File: config.mk
export PLATFORM = sky130hd
export DESIGN_NAME = alsu_pipe_flat
export DESIGN_NICKNAME = d
export VERILOG_FILES = /design/src/rtl/alsu_pipe_if.sv /design/src/rtl/alsu_pipe.sv /design/src/flat_wrapper.sv
export SDC_FILE = /design/constraint.sdc
export NUM_CORES = 1
export LEC_CHECK = 0
export CAP_MARGIN = 20
export CORE_UTILIZATION = 40
export CTS_CLUSTER_DIAMETER = 150
export DETAILED_ROUTE_END_ITERATION = 16
export SLEW_MARGIN = 40
export SYNTH_ARGS = -nofsm -noshare
export SYNTH_HDL_FRONTEND = slang
export SYNTH_SLANG_ARGS = --single-unit
File: constraint.sdc
create_clock -name clk -period 8.9 [get_ports clk]
set_input_delay 0.89 -clock clk [delete_from_list [all_inputs] [get_ports clk]]
set_output_delay 0.89 -clock clk [all_outputs]
set_load 0.005 [all_outputs]
File: src/rtl/alsu_pipe_if.sv
// Operand/control bus from the switch/UART front-end and result/indicator bus
// toward the LED/7-seg display path.
interface alsu_pipe_if #(
    parameter int WIDTH     = 4,
    parameter int LED_WIDTH = 16
);
    logic                 in_valid;
    logic [WIDTH-1:0]     A;
    logic [WIDTH-1:0]     B;
    logic [2:0]           opcode;
    logic                 cin;
    logic                 serial_in;
    logic                 direction;
    logic                 red_op_A;
    logic                 red_op_B;
    logic                 bypass_A;
    logic                 bypass_B;
    logic [2*WIDTH-1:0]   out;
    logic                 out_valid;
    logic                 err;
    logic [LED_WIDTH-1:0] leds;

    modport master (
        output in_valid, A, B, opcode, cin, serial_in, direction,
               red_op_A, red_op_B, bypass_A, bypass_B,
        input  out, out_valid, err, leds
    );

    modport slave (
        input  in_valid, A, B, opcode, cin, serial_in, direction,
               red_op_A, red_op_B, bypass_A, bypass_B,
        output out, out_valid, err, leds
    );
endinterface

File: src/rtl/alsu_pipe.sv
// Two-stage pipelined ALSU: stage 1 registers qualified operands, stage 2
// computes the result and tracks a sticky error state with a blinking LED bank.
module alsu_pipe #(
    parameter int    WIDTH          = 4,
    parameter string INPUT_PRIORITY = "A",
    parameter string FULL_ADDER     = "ON",
    parameter int    LED_WIDTH      = 16,
    parameter int    BLINK_DIV      = 4
) (
    input  logic       clk,
    input  logic       rst,
    alsu_pipe_if.slave bus
);
    localparam int OUT_W = 2 * WIDTH;
    localparam int CNT_W = (BLINK_DIV > 1) ? $clog2(BLINK_DIV) : 1;
    localparam logic [CNT_W-1:0] CNT_MAX = CNT_W'(BLINK_DIV - 1);
    localparam bit PRIO_B = (INPUT_PRIORITY == "B");
    localparam bit FA_ON  = (FULL_ADDER == "ON");

    logic             r_s1_valid;
    logic [WIDTH-1:0] r_a;
    logic [WIDTH-1:0] r_b;
    logic [2:0]       r_opcode;
    logic             r_cin;
    logic             r_serial;
    logic             r_dir;
    logic             r_red_a;
    logic             r_red_b;
    logic             r_byp_a;
    logic             r_byp_b;

    logic [OUT_W-1:0]     r_out;
    logic                 r_out_valid;
    logic                 r_err;
    logic [LED_WIDTH-1:0] r_leds;
    logic                 r_err_state;
    logic [CNT_W-1:0]     r_cnt;

    logic [WIDTH-1:0]     w_pri_op;
    logic [WIDTH-1:0]     w_byp_op;
    logic [WIDTH-1:0]     w_red_op;
    logic                 w_red_any;
    logic                 w_invalid;
    logic [WIDTH:0]       w_sum;
    logic [OUT_W-1:0]     w_prod;
    logic [OUT_W-1:0]     w_result;
    logic [CNT_W-1:0]     w_cnt_next;
    logic [LED_WIDTH-1:0] w_leds_next;

    // Stage 1: capture operands and controls on qualified cycles
    always_ff @(posedge clk) begin
        if (!rst) begin
            r_s1_valid <= 1'b0;
            r_a        <= '0;
            r_b        <= '0;
            r_opcode   <= 3'd0;
            r_cin      <= 1'b0;
            r_serial   <= 1'b0;
            r_dir      <= 1'b0;
            r_red_a    <= 1'b0;
            r_red_b    <= 1'b0;
            r_byp_a    <= 1'b0;
            r_byp_b    <= 1'b0;
        end else begin
            r_s1_valid <= bus.in_valid;
            if (bus.in_valid) begin
                r_a      <= bus.A;
                r_b      <= bus.B;
                r_opcode <= bus.opcode;
                r_cin    <= bus.cin;
                r_serial <= bus.serial_in;
                r_dir    <= bus.direction;
                r_red_a  <= bus.red_op_A;
                r_red_b  <= bus.red_op_B;
                r_byp_a  <= bus.bypass_A;
                r_byp_b  <= bus.bypass_B;
            end
        end
    end

    assign w_pri_op  = PRIO_B ? r_b : r_a;
    assign w_red_any = r_red_a | r_red_b;
    assign w_invalid = (r_opcode == 3'd6) || (r_opcode == 3'd7) ||
                       (w_red_any && (r_opcode > 3'd1));
    assign w_sum     = {1'b0, r_a} + {1'b0, r_b} +
                       {{WIDTH{1'b0}}, (FA_ON ? r_cin : 1'b0)};
    assign w_prod    = {{WIDTH{1'b0}}, r_a} * {{WIDTH{1'b0}}, r_b};

    // Resolve which operand a bypass or reduction refers to
    always_comb begin
        w_byp_op = r_b;
        w_red_op = r_b;
        if (r_byp_a && r_byp_b) begin
            w_byp_op = w_pri_op;
        end else if (r_byp_a) begin
            w_byp_op = r_a;
        end else begin
            w_byp_op = r_b;
        end
        if (r_red_a && r_red_b) begin
            w_red_op = w_pri_op;
        end else if (r_red_a) begin
            w_red_op = r_a;
        end else begin
            w_red_op = r_b;
        end
    end

    // Result of a valid op; shift/rotate act on the current output register
    always_comb begin
        w_result = '0;
        if (r_byp_a || r_byp_b) begin
            w_result = {{WIDTH{1'b0}}, w_byp_op};
        end else begin
            case (r_opcode)
                3'd0: begin
                    if (w_red_any) begin
                        w_result = {{(OUT_W-1){1'b0}}, &w_red_op};
                    end else begin
                        w_result = {{WIDTH{1'b0}}, r_a & r_b};
                    end
                end
                3'd1: begin
                    if (w_red_any) begin
                        w_result = {{(OUT_W-1){1'b0}}, ^w_red_op};
                    end else begin
                        w_result = {{WIDTH{1'b0}}, r_a ^ r_b};
                    end
                end
                3'd2: w_result = {{(WIDTH-1){1'b0}}, w_sum};
                3'd3: w_result = w_prod;
                3'd4: begin
                    if (r_dir) begin
                        w_result = {r_out[OUT_W-2:0], r_serial};
                    end else begin
                        w_result = {r_serial, r_out[OUT_W-1:1]};
                    end
                end
                3'd5: begin
                    if (r_dir) begin
                        w_result = {r_out[OUT_W-2:0], r_out[OUT_W-1]};
                    end else begin
                        w_result = {r_out[0], r_out[OUT_W-1:1]};
                    end
                end
                default: w_result = '0;
            endcase
        end
    end

    // Free-running blink step used whenever the error state persists
    always_comb begin
        w_cnt_next  = r_cnt;
        w_leds_next = r_leds;
        if (r_cnt == CNT_MAX) begin
            w_cnt_next  = '0;
            w_leds_next = ~r_leds;
        end else begin
            w_cnt_next  = r_cnt + CNT_W'(1);
            w_leds_next = r_leds;
        end
    end

    // Stage 2: result register, status strobes and sticky error indicator
    always_ff @(posedge clk) begin
        if (!rst) begin
            r_out       <= '0;
            r_out_valid <= 1'b0;
            r_err       <= 1'b0;
            r_leds      <= '0;
            r_err_state <= 1'b0;
            r_cnt       <= '0;
        end else if (r_s1_valid) begin
            r_out_valid <= 1'b1;
            if (w_invalid) begin
                r_out       <= '0;
                r_err       <= 1'b1;
                r_err_state <= 1'b1;
                if (!r_err_state) begin
                    r_leds <= '1;
                    r_cnt  <= '0;
                end else begin
                    r_leds <= w_leds_next;
                    r_cnt  <= w_cnt_next;
                end
            end else begin
                r_out       <= w_result;
                r_err       <= 1'b0;
                r_err_state <= 1'b0;
                r_leds      <= '0;
                r_cnt       <= '0;
            end
        end else begin
            r_out_valid <= 1'b0;
            r_err       <= 1'b0;
            if (r_err_state) begin
                r_leds <= w_leds_next;
                r_cnt  <= w_cnt_next;
            end
        end
    end

    assign bus.out       = r_out;
    assign bus.out_valid = r_out_valid;
    assign bus.err       = r_err;
    assign bus.leds      = r_leds;
endmodule

File: src/flat_wrapper.sv
// flat-port wrapper written by rule: the top's interface ports become plain ports
module alsu_pipe_flat 
#(
    parameter int    WIDTH          = 4,
    parameter string INPUT_PRIORITY = " ",
    parameter string FULL_ADDER     = "  ",
    parameter int    LED_WIDTH      = 16,
    parameter int    BLINK_DIV      = 4
)
  (clk, rst, bus_in_valid, bus_A, bus_B, bus_opcode, bus_cin, bus_serial_in, bus_direction, bus_red_op_A, bus_red_op_B, bus_bypass_A, bus_bypass_B, bus_out, bus_out_valid, bus_err, bus_leds);
  alsu_pipe_if #(.WIDTH(WIDTH), .LED_WIDTH(LED_WIDTH)) bus_i ();
  input  logic clk;
  input  logic rst;
  input wire logic [$bits(bus_i.in_valid)-1:0] bus_in_valid;
  input wire logic [$bits(bus_i.A)-1:0] bus_A;
  input wire logic [$bits(bus_i.B)-1:0] bus_B;
  input wire logic [$bits(bus_i.opcode)-1:0] bus_opcode;
  input wire logic [$bits(bus_i.cin)-1:0] bus_cin;
  input wire logic [$bits(bus_i.serial_in)-1:0] bus_serial_in;
  input wire logic [$bits(bus_i.direction)-1:0] bus_direction;
  input wire logic [$bits(bus_i.red_op_A)-1:0] bus_red_op_A;
  input wire logic [$bits(bus_i.red_op_B)-1:0] bus_red_op_B;
  input wire logic [$bits(bus_i.bypass_A)-1:0] bus_bypass_A;
  input wire logic [$bits(bus_i.bypass_B)-1:0] bus_bypass_B;
  output wire logic [$bits(bus_i.out)-1:0] bus_out;
  output wire logic [$bits(bus_i.out_valid)-1:0] bus_out_valid;
  output wire logic [$bits(bus_i.err)-1:0] bus_err;
  output wire logic [$bits(bus_i.leds)-1:0] bus_leds;
  assign bus_i.in_valid = bus_in_valid;
  assign bus_i.A = bus_A;
  assign bus_i.B = bus_B;
  assign bus_i.opcode = bus_opcode;
  assign bus_i.cin = bus_cin;
  assign bus_i.serial_in = bus_serial_in;
  assign bus_i.direction = bus_direction;
  assign bus_i.red_op_A = bus_red_op_A;
  assign bus_i.red_op_B = bus_red_op_B;
  assign bus_i.bypass_A = bus_bypass_A;
  assign bus_i.bypass_B = bus_bypass_B;
  assign bus_out = bus_i.out;
  assign bus_out_valid = bus_i.out_valid;
  assign bus_err = bus_i.err;
  assign bus_leds = bus_i.leds;
  alsu_pipe #(.WIDTH(WIDTH), .INPUT_PRIORITY(INPUT_PRIORITY), .FULL_ADDER(FULL_ADDER), .LED_WIDTH(LED_WIDTH), .BLINK_DIV(BLINK_DIV)) u_core (.clk(clk), .rst(rst), .bus(bus_i));
endmodule
[Word-level counts from Yosys, hierarchy flattened]
Cells that the tools add are included.
Word-level totals
  flip-flop bits (word level): 47
  bits of input ports: 21
  output and inout port bits: 26
Operators by class
  $add $sub $neg: 2
  multipliers: 1
  $lt $le $gt $ge: 1
  eq/ne operators: 8
  muxes and demuxes: 23
  bitwise gates (word level): 4
  reduce and logical (&&, ||, !) cells: 11
Operators by type and width (count)
  two-way mux 16 bit: 5
  one-hot mux 8 bit (6 select lines): 1
  two-way mux 8 bit: 4
  two-way mux 4 bit: 6
  inverter 16 bit: 1
  == test 3 bit (second input constant): 4
  two-way mux 2 bit: 5
  multiplier 4 x 4 -> 8 bit: 1
  == test 3 x 2 -> 1 bit (second input constant): 2
  adder 4 x 4 -> 5 bit: 1
  AND 4 bit: 1
  AND reduction 4 bit: 1
  parity 4 bit: 1
  XOR 4 bit: 1
  == test 3 x 1 -> 1 bit (second input constant): 1
  greater-than comparator 3 x 1 -> 1 bit (second input constant): 1
  logical AND 1 bit: 3
  logical NOT 3 bit: 1
  logical OR 1 bit: 3
  adder 2 x 1 -> 2 bit (second input constant): 1
  == test 2 bit (second input constant): 1
  two-way mux 1 bit: 2
  AND reduction 2 bit: 1
  nonzero test 2 bit: 1
  OR 1 bit: 1

[Logic depth before layout (Yosys ltp)]
Gate-level depths: netlist (run 1).
  depth after elaboration: 7
  gate-level depth with buffers: 11
  mapped depth without buffers: 11

[Least setup slack after synthesis (run 1)]
OpenSTA, ideal clock, no wires.
  kind: register to register
  start point: register u_core.r_a[1]
  end point: register u_core.r_out[6], in the netlist u_core.bus.out[6]
  library setup time: 0.122 ns
  arrival: 2.726 ns
  data required time: 8.778 ns
  slack: 6.051 ns
  stages on the path, launching flop included: 12
  buffers on the path: 0
  path through: dfxtp_1 nand2_1 fa_1 inv_1 fa_1 inv_1 fa_1 nor2b_1 o21ai_0 nor4b_1 o31ai_1 a21oi_1
Between the ends
  cells in the longest elaborated chain, start to end: 4
RTL lines
  from (decl): line alsu_pipe.sv:21  | logic [WIDTH-1:0] r_a;
  from (signal assigned): line alsu_pipe.sv:67  | r_a <= bus.A;
  multiplier 4 x 4 -> 8 bit: line alsu_pipe.sv:87  | assign w_prod = {{WIDTH{1'b0}}, r_a} * {{WIDTH{1'b0}}, r_b};
  one-hot mux 8 bit (6 select lines): line alsu_pipe.sv:115  | case (r_opcode)
  two-way mux 8 bit: line alsu_pipe.sv:112  | if (r_byp_a || r_byp_b) begin
  two-way mux 8 bit: line alsu_pipe.sv:175  | if (w_invalid) begin
  to (signal assigned): line alsu_pipe.sv:187  | r_out <= w_result;
  to (decl): line alsu_pipe.sv:32  | logic [OUT_W-1:0] r_out;
Every way passes these cells.
A chain may end at the register's enable or synchronous reset.

[Worst setup path after layout (run 1)]
  start point: register u_core.r_b[3]
  end point: register u_core.r_out[6], in the netlist u_core.bus.out[6]
Between the ends
  cells in the longest elaborated chain, start to end: 4
RTL lines
  from (decl): line alsu_pipe.sv:22  | logic [WIDTH-1:0] r_b;
  from (signal assigned): line alsu_pipe.sv:68  | r_b <= bus.B;
  multiplier 4 x 4 -> 8 bit: line alsu_pipe.sv:87
  one-hot mux 8 bit (6 select lines): line alsu_pipe.sv:115
  two-way mux 8 bit: line alsu_pipe.sv:112
  two-way mux 8 bit: line alsu_pipe.sv:175
Every way passes these cells.

==> results.md, run 1 <==
* H-tree lvl count at 2
* Initial DRT Pass Iterations at 10
* DP HPWL at 4570 um
* CP dominant cell by count: fa_1
* Chip Height at 85.7 um
* First-pass GRT wire length at 10800 um
* Worst r2r path cells at 11
* Crit-path cells: nand2_1, fa_1, inv_1, fa_1, inv_1, fa_1, nor2b_1, o21ai_0, nor4b_1, o31ai_1, a21oi_1
* Routed wire length at 6320 um
* Max-Cap Viols at 0
* Synth unique cells at 47
* Port bufs at 45
* Num CTS Buffers at 5
* Max stage delay cell, worst path: fa_1
* Post-CTS Hold Buffers at 0
* Layout cell share with drive strength beyond 1 at 7.16%
* CP Capture Type: register
* Placer Congestion at 0.766
* Worst-case clock skew at 0.00618 ns
* Yosys top cell area share at 33.5%
* Pins Over Slew Limit at 0
* DRC at 1
* Min-Delay Startpoint: u_core.bus.out[6]
* Worst r2r src: u_core.r_b[3]
* Fin util at 49.7%
* Worst EP required at 9.08 ns
* Gr usage total at 18.7%
* Worst-Margin Slew at 0.713 ns
* Unrepaired setup endpoints after global routing: false
* EDFF count, synth at 0
* Reg-to-reg critical path endpoint: u_core.bus.out[6]
* Mapped Area at 2810 sq um
* Area contributors post-synth: dfxtp_1, mux2i_1, ha_1
* CTS clk-pin slew, worst paths at 0.09 ns
* Overall die area at 7350 sq um
* Sequential-to-total area share from yosys stat at 33.5%
* Post-route ant nets at 0
* R2R Setup Slk at 5.66 ns
* Die W at 85.7 um
* Hold endpoint: u_core.bus.out[6]
* Final nets at 379
* Avg WL per Cell at 14.7 um
* Pin count of the biggest net entering global routing at 28
* GRT overflow at 0
* Initial antenna violation count at 0
* Cell count after synthesis at 298
* Max clock buf depth at 2
* Cell Rows at 30
* Worst Path Arrival at 3.42 ns
* DRT iter0 DRCs at 140
* CTS resizes at 0
* Most common cell after layout, fill and taps aside: dfxtp_1
* Startpoint Class: register
* Yosys warns at 0
* Placed Area at 3290 sq um
* Max VDD drop at 0.0840 mV
* Leak at 0.00132 uW
* Via density at 5.40
* Hold path depth at 2
* Total Neg Setup Slack at 0 ns
* CTS tree: done
* Post-CTS Setup Inserts at 0
* Root Buffer: clkbuf_8
* Worst setup margin at 5.66 ns
* Peak Freq at 0.308 GHz
* CP peak stage delay at 0.56 ns
* Power density cells at 138 nW/um^2
* Vias in the first global route at 2137
* Average cell area after synthesis at 9.41 sq um
* Max FO, Critical Path at 7
* Status: finished, violations left
* Synth Register Bits at 47
* Most frequent cells in the layout: dfxtp_1, clkdlybuf4s50_1, nor2_1, mux2i_1, o21ai_0
* Worst Path Buf+Inv at 2
* Fraction of registers with async set/reset at 0%
* Synth-to-Final Area Change at 20.5%
* Hold Vio Cnt, Final at 0
* Worst Hold Class: reg2reg
* Slew margin rel. at 52.4%
* Failing checks: DRC
* Final Setup Violations at 0
* Syn nets at 343
* Largest area contributor in the netlist: dfxtp_1
* Tcrit/Tclk final at 36.4%
* Clk Latency, worst-skew pair at 0.31 ns
* Core ar. at 6790 sq um
* Setup WS pre-CTS at 5.53 ns
* Via count at 2326
* Final min period at 3.24 ns
* Initial Util at 41.3%
* Ys flop type: dfxtp_1
* Post-route cell area at 3380 sq um
* Critical path class: reg2reg
* I/O pin count at 47
* Ant diodes at 0
* CP delay by family, top: adder cells
* Num Clock Sinks at 47
-- worst max-delay path by stage --
| stage | from | depth (start not counted) | end | slack [ns] |
|---|---|---|---|---|
| CTS | u_core.r_b[3] | 11 | u_core.bus.out[6] | 5.64 |
| global placement | rst | 4 | u_core.bus.leds[12] | 5.56 |
| finish | u_core.r_b[3] | 11 | u_core.bus.out[6] | 5.66 |
| detailed placement | rst | 4 | u_core.bus.leds[10] | 5.53 |
| floorplan | u_core.r_a[1] | 11 | u_core.bus.out[6] | 6.05 |
| global route | u_core.r_b[3] | 11 | u_core.bus.out[6] | 5.46 |
-- through the flow --
stage,total power (uW),hold WS [ns],std cells
floorplan,297,0.458,298
global placement,333,0.478,423
detailed placement,335,0.492,423
CTS,473,0.506,431
global route,494,0.544,431
finish,467,0.505,431
-- final cells by class --
type                    count  area (sq um)
clock buffers               6          82.6
clock inverters             2          13.8
fillers                   675          3410
inverters                  11          41.3
multi-input cells         224          1740
flip-flops and latches     47           941
well taps                  96           120
repair buffers             45           440
-- Yosys cell counts, types with 2 or more instances --
| cell type | instances |
|---|---|
| a21o_1 | 3 |
| nand2b_1 | 3 |
| buf_2 | 3 |
| a211oi_1 | 6 |
| o21ai_0 | 26 |
| buf_1 | 3 |
| ha_1 | 19 |
| o21a_1 | 2 |
| buf_6 | 2 |
| nor2_1 | 30 |
| nand3_1 | 3 |
| nand2_1 | 16 |
| xor2_1 | 2 |
| dfxtp_1 | 47 |
| inv_2 | 2 |
| o22ai_1 | 5 |
| fa_1 | 5 |
| a22oi_1 | 4 |
| nor4b_1 | 2 |
| nor2b_1 | 3 |
| inv_1 | 9 |
| a21oi_1 | 9 |
| o21ai_1 | 5 |
| a32oi_1 | 2 |
| mux2_2 | 3 |
| mux2i_1 | 30 |
| a32o_1 | 16 |
| clkbuf_1 | 7 |
| xnor2_1 | 2 |
| and2_1 | 12 |
-- power by group --
part	total, uW	internal, uW	switching [uW]
logic	84.8	49.0	35.7
clock network	138	63.6	73.9
registers	245	225	19.8
-- routing by layer --
layer,track usage [%],up-vias,routed length (um)
met5,0,-,0
met4,5.45,0,38
met3,2.89,3,252
met2,27.2,54,2840
met1,28.2,1097,3190
li1,-,1172,-
-- registers in the layout (all words and copies together) (netlist names) --
signal,flops
u_core.bus.out,8
u_core.r_byp_a,1
u_core.r_err_state,1
u_core.r_serial,1
u_core.r_s1_valid,1
u_core.r_dir,1
u_core.r_red_a,1
u_core.r_b,4
u_core.r_opcode,3
u_core.r_byp_b,1
u_core.bus.leds,16
u_core.bus.out_valid,1
u_core.bus.err,1
u_core.r_cnt,2
u_core.r_red_b,1
u_core.r_a,4
-- tightest hold or removal path, stage by stage, from the launching register on --
cell	delay [ns]
dfxtp_1	0.34
nand2_1	0.07
a21oi_1	0.05
-- cells by family after synthesis --
logic type               count (synthesis)  share of synthesized area [%]
AND/OR/NAND/NOR                         76                           14.0
adder cells (fa/ha/maj)                 24                           12.0
XOR/XNOR                                 4                           1.25
buffers and inverters                   27                           4.42
flip-flops                              47                           33.5
multiplexers                            34                           12.7
AO/OA/AOI/OAI                           86                           22.1
Note: power is estimated with default switching activity, not from simulation.
==> run 2: changes to the inputs <==
- clock period: 8.9 -> 3.1 ns (I/O delays scaled with it)
==> run 2 against run 1 <==
Net effect: the flow now finishes without violations; clock power grew to 3.0 times the previous value; via count is 0.95% higher; hold slack worse by 0.0059 ns; highest routed layer unchanged.
==> results.md, run 2 (same netlist as run 1, synthesis figures left out) <==
* CP delay by family, top: adder cells
* Status: completed
* Setup WS pre-CTS at 0.131 ns (-5.40 ns)
* Placed Cells at 432 (+2.1%)
* Total Neg Setup Slack at 0 ns (unchanged)
* Vias in the first global route at 2073 (-3.0%)
* Most common cell after layout, fill and taps aside: dfxtp_1
* I/O pin count at 47 (unchanged)
* Core ar. at 6790 sq um (unchanged)
* Pin count of the biggest net entering global routing at 28 (unchanged)
* Routed wire length at 6510 um (+3.0%)
* Slew margin rel. at 51.3% (-1.0 points)
* Most frequent cells in the layout: dfxtp_1, clkdlybuf4s50_1, nor2_1, mux2i_1, o21ai_0
* Clk Latency, worst-skew pair at 0.31 ns (about the same)
* Placed Area at 3360 sq um (+2.2%)
* Ant diodes at 0 (unchanged)
* Worst EP required at 3.34 ns (-5.74 ns)
* DRT iter0 DRCs at 106 (-24%)
* Post-CTS Hold Buffers at 0 (unchanged)
* Storage element area at 941 sq um (unchanged)
* Seq pwr share at 50.6% (-1.8 points)
* Combinational share of power at 19.2% (+1.1 points)
* Chip Height at 85.7 um (unchanged)
* Avg WL per Cell at 14.8 um (+0.93%)
* Max VDD drop at 0.196 mV (+130%)
* Max clock buf depth at 2 (unchanged)
* Gr usage total at 18.4% (-0.23 points)
* Crit-path cells: nand2_1, fa_1, inv_1, fa_1, ha_1, a211oi_1, o211ai_1, o41a_1, o21a_1, o21ai_1
* Switching part of the total at 28.5% (+0.81 points)
* CTS resizes at 0 (unchanged)
* Cell Rows at 30 (unchanged)
* CP Capture Type: register
* GRT overflow at 0 (unchanged)
* Final min period at 2.92 ns (-0.321 ns)
* Tcrit/Tclk final at 94.2% (+58 points)
* Cell Count, Final, Fillers Out at 440 (+2.1%)
* Max FO, Critical Path at 3 (-4)
* CTS tree: done
* Die W at 85.7 um (unchanged)
* First-pass GRT wire length at 10700 um (-0.90%)
* Leak at 0.00137 uW (+3.6%)
* Hold Vio Cnt, Final at 0 (unchanged)
* Worst Path Arrival at 3.16 ns (-0.26 ns)
* CP peak stage delay at 0.53 ns (-0.03 ns)
* Startpoint Class: register
* Num CTS Buffers at 5 (unchanged)
* DRC at 0 (-1)
* Post-CTS Setup Inserts at 0 (unchanged)
* Overall die area at 7350 sq um (unchanged)
* Via count at 2348 (+0.95%)
* Post-route ant nets at 0 (unchanged)
* Worst-Margin Slew at 0.729 ns (+0.0157 ns)
* Max reg flops at 16 (unchanged)
* Worst-case clock skew at 0.00717 ns (+0.000994 ns)
* Synth-to-Final Area Change at 23.3%
* Root Buffer: clkbuf_8
* Psw at 391 uW (+200%)
* CP dominant cell by count: fa_1
* Worst Path Buf+Inv at 1 (-1)
* Fillers at 663 (-1.8%)
* Num Clock Sinks at 47 (unchanged)
* Unrepaired setup endpoints after global routing: false
* Initial DRT Pass Iterations at 6 (-4)
* Pint at 979 uW (+190%)
* Max stage delay cell, worst path: fa_1
* CTS clk-pin slew, worst paths at 0.09 ns (about the same)
* Clk network pwr share at 30.2% (+0.8 points)
* DP HPWL at 4650 um (+1.6%)
* Post-route cell area at 3460 sq um (+2.4%)
* Layout cell share with drive strength beyond 1 at 9.30% (+2.1 points)
* Placer Congestion at 0.765 (-0.13%)
* Critical path class: reg2reg
* Worst setup margin at 0.179 ns (-5.48 ns)
* Initial antenna violation count at 0 (unchanged)
* Max-Cap Viols at 0 (unchanged)
* Via density at 5.34 (-1.1%)
* Pins Over Slew Limit at 0 (unchanged)
* Worst Hold Class: reg2reg
* Final Setup Violations at 0 (unchanged)
* Port bufs at 45 (unchanged)
* Initial Util at 41.3% (unchanged)
* Power density cells at 396 nW/um^2 (+190%)
* H-tree lvl count at 2 (unchanged)
* Peak Freq at 0.342 GHz (+11%)
* Multi-input logic area at 1740 sq um (+0.14%)
* Final nets at 388 (+2.4%)
-- run 2: cell types whose count changed in the layout (fill, tap and decap cells not counted) --
cell and delta:
buf_2 -2, o21ai_0 -1, fa_2 +1, buf_4 +9, clkdlybuf4s50_1 +2, o21ai_1 +1
fa_1 -1
-- run 2: per-layer routing --
| layer | vias up | share of wire (%) | global-route usage [%] |
|---|---|---|---|
| li1 | 1186 | - | - |
| met1 | 1091 | 52 | 28.0 |
| met2 | 65 | 43 | 27.2 |
| met3 | 6 | 3.9 | 2.79 |
| met4 | 0 | 0.97 | 4.39 |
| met5 | - | 0 | 0 |
-- run 2: power groups by stage --
| stage | clock (uW) | sequential [uW] | combinational (uW) |
|---|---|---|---|
| after floorplan | 0 | 695 | 157 |
| after global placement | 0 | 706 | 262 |
| after detailed placement | 0 | 707 | 265 |
| after CTS | 422 | 693 | 266 |
| after global routing | 445 | 702 | 291 |
| final | 413 | 694 | 263 |
-- run 2: worst paths after layout --
| check | from | endpoint | slack, ns | cells after the start |
|---|---|---|---|---|
| setup / recovery | u_core.r_a[0] | u_core.bus.out[7] | 0.18 | 10 |
| hold / removal | u_core.bus.out[4] | u_core.bus.out[4] | 0.50 | 2 |
| setup reg to reg | u_core.r_a[0] | u_core.bus.out[7] | 0.18 | 10 |
| hold reg to reg | u_core.bus.out[4] | u_core.bus.out[4] | 0.50 | 2 |
-- run 2: cell type report --
cell class | count | area share (%)
Multi-Input combinational cell | 224 | 50.4
Inverter | 11 | 1.19
Clock buffer | 6 | 2.39
Tap cell | 96 | 3.47
Clock inverter | 2 | 0.398
Sequential cell | 47 | 27.2
Timing Repair Buffer | 54 | 15.0
-- run 2: tightest hold or removal path, cell delays in order, from the launching register on --
cell	delay, ns
dfxtp_1	0.34
nand2_1	0.07
a21oi_1	0.05
-- run 2: stage by stage --
stage	utilization, %	power, uW	hold slack (ns)
2_1_floorplan	-	852	0.457
3_3_place_gp	49.5	968	0.478
3_5_place_dp	49.5	972	0.487
4_1_cts	50.9	1380	0.504
5_1_grt	50.9	1440	0.539
6_report	50.9	1370	0.500
==> run 3: changes to the inputs <==
- REMOVE_ABC_BUFFERS: not set -> 1
==> run 3 against run 2 <==
Net effect: wire length is 0.74% lower; die area stayed put; largest power group unchanged; combinational power hardly changed; design area is 1.2% higher; final cell count stayed put; maximum frequency hardly changed.
==> results.md, run 3 (same netlist as run 1, synthesis figures left out) <==
* Status: completed
* Fillers at 643 (-3.0%)
* Storage element area at 941 sq um (unchanged)
* Seq pwr share at 45.8% (-4.8 points)
* First-pass GRT wire length at 10800 um (+1.0%)
* Switching part of the total at 25.9% (-2.7 points)
* Crit-path cells: nand2_1, fa_1, inv_1, fa_1, ha_1, a211oi_1, o211ai_1, o41a_1, o21a_1, o21ai_1
* DRT iter0 DRCs at 123 (+16%)
* Worst r2r src: u_core.r_a[0]
* Worst Path Arrival at 3.16 ns (about the same)
* Peak Freq at 0.343 GHz (about the same)
* Pint at 1120 uW (+15%)
* Max-Cap Viols at 0 (unchanged)
* Hold Vio Cnt, Final at 0 (unchanged)
* Placer Congestion at 0.811 (+6.1%)
* Post-route ant nets at 0 (unchanged)
* Unrepaired setup endpoints after global routing: false
* Total Neg Setup Slack at 0 ns (unchanged)
* Root Buffer: clkbuf_8
* Critical path class: reg2reg
* CTS resizes at 0 (unchanged)
* Port bufs at 45 (unchanged)
* DRC at 0 (unchanged)
* Clk network pwr share at 36.8% (+6.6 points)
* Initial DRT Pass Iterations at 4 (-2)
* Slew margin rel. at 52.9% (+1.5 points)
* Initial Util at 41.3% (unchanged)
* CTS tree: done
* Pin count of the biggest net entering global routing at 27 (-3.6%)
* Worst-Margin Slew at 0.706 ns (-0.0229 ns)
* Pins Over Slew Limit at 0 (unchanged)
* Reg-to-reg critical path endpoint: u_core.bus.out[7]
* Worst Hold Class: reg2reg
* Cell Count, Final, Fillers Out at 440 (unchanged)
* Final nets at 388 (unchanged)
* Max FO, Critical Path at 3 (unchanged)
* Combinational share of power at 17.4% (-1.8 points)
* Worst EP required at 3.34 ns (about the same)
* Hold path depth at 2 (unchanged)
* Worst r2r path cells at 10 (unchanged)
* CP Capture Type: register
* Gr usage total at 18.4% (about the same)
* Fin util at 51.5% (+0.61 points)
* Final Setup Violations at 0 (unchanged)
* Die W at 85.7 um (unchanged)
* Cell Rows at 30 (unchanged)
* GRT overflow at 0 (unchanged)
* Max stage delay cell, worst path: fa_1
* Max reg flops at 16 (unchanged)
* Hold endpoint: u_core.r_cnt[1]
* Startpoint Class: register
* Via density at 5.32 (-0.30%)
* Chip Height at 85.7 um (unchanged)
* Tcrit/Tclk final at 94.2% (about the same)
* H-tree lvl count at 2 (unchanged)
* CP dominant cell by count: fa_1
* Overall die area at 7350 sq um (unchanged)
* DP HPWL at 4670 um (+0.43%)
* Min-Delay Startpoint: u_core.r_cnt[1]
* CTS clk-pin slew, worst paths at 0.10 ns (about the same)
* Max VDD drop at 0.261 mV (+33%)
* Via count at 2341 (-0.30%)
* Clk Latency, worst-skew pair at 0.31 ns (about the same)
* Core ar. at 6790 sq um (unchanged)
* CP delay by family, top: adder cells
* Initial antenna violation count at 0 (unchanged)
* Psw at 392 uW (+0.30%)
* Final min period at 2.92 ns (-0.00226 ns)
* Avg WL per Cell at 14.7 um (-0.74%)
* Worst-case clock skew at 0.00456 ns (-0.00261 ns)
* Post-CTS Setup Inserts at 0 (unchanged)
* Most common cell after layout, fill and taps aside: dfxtp_1
* Max clock buf depth at 2 (unchanged)
* Num CTS Buffers at 5 (unchanged)
* I/O pin count at 47 (unchanged)
* R2R Setup Slk at 0.18 ns (about the same)
* Leak at 0.00138 uW (+1.3%)
* Vias in the first global route at 2202 (+6.2%)
* Placed Cells at 432 (unchanged)
* Ant diodes at 0 (unchanged)
* Multi-input logic area at 1740 sq um (-0.14%)
* Power density cells at 433 nW/um^2 (+9.3%)
* Worst Path Buf+Inv at 1 (unchanged)
* Num Clock Sinks at 47 (unchanged)
* Routed wire length at 6470 um (-0.74%)
* Synth-to-Final Area Change at 24.8%
* Most frequent cells in the layout: dfxtp_1, clkdlybuf4s50_1, nor2_1, mux2i_1, o21ai_0
* Layout cell share with drive strength beyond 1 at 9.01% (-0.29 points)
* CP peak stage delay at 0.53 ns (about the same)
run 3: worst max path at each step:
stage | slack (ns) | start | cells past startpoint | end
finish | 0.18 | u_core.r_a[0] | 10 | u_core.bus.out[7]
global placement | 0.23 | u_core.r_a[0] | 11 | u_core.bus.out[6]
detailed placement | 0.19 | u_core.r_a[0] | 11 | u_core.bus.out[6]
floorplan | 0.24 | u_core.r_a[1] | 11 | u_core.bus.out[6]
global route | 0.02 | u_core.r_a[0] | 11 | u_core.bus.out[6]
CTS | 0.18 | u_core.r_a[0] | 11 | u_core.bus.out[6]
run 3: repair_timing:
item	in CTS	in global routing
hold buffers	0	0
endpoints found under the hold margin	0	0
endpoints found under the setup margin	0	1
run 3: power by group through the flow:
stage	Clock (uW)	Combinational (uW)	Sequential, uW
floorplan	0	132	705
global placement	0	260	707
detailed placement	0	264	708
CTS	574	265	694
global route	601	290	702
finish	558	263	695
run 3: layer usage:
metal	part of all wire, %	vias to the layer above	routed length (um)	track usage, %
met5	0	-	0	0
met4	2.0	0	131	6.06
met3	4.3	13	276	3.46
met2	43	60	2760	28.6
met1	51	1089	3300	25.8
li1	-	1179	-	-
run 3: through the flow:
stage	power, uW	cell area, sq um	hold WS (ns)	setup slack [ns]
2_1_floorplan	837	2720	0.428	0.239
3_3_place_gp	967	3360	0.477	0.232
3_5_place_dp	972	3360	0.491	0.193
4_1_cts	1530	3500	0.509	0.178
5_1_grt	1590	3500	0.541	0.0155
6_report	1520	3500	0.513	0.181
run 3: final cells by class:
cell class / instances / area share, %
well taps: 96 / 3.43
repair buffers: 54 / 14.8
multi-input cells: 224 / 49.7
inverters: 11 / 1.18
clock buffers: 5 / 1.97
flip-flops and latches: 47 / 26.9
clock inverters: 3 / 2.04
run 3: worst reg2reg max path, stage by stage, from the launching register on:
cell and delay [ns]:
dfxtp_1 0.34, nand2_1 0.08, fa_1 0.53, inv_1 0.05, fa_1 0.51, ha_1 0.33, a211oi_1 0.41, o211ai_1 0.16
o41a_1 0.15, o21a_1 0.18, o21ai_1 0.12
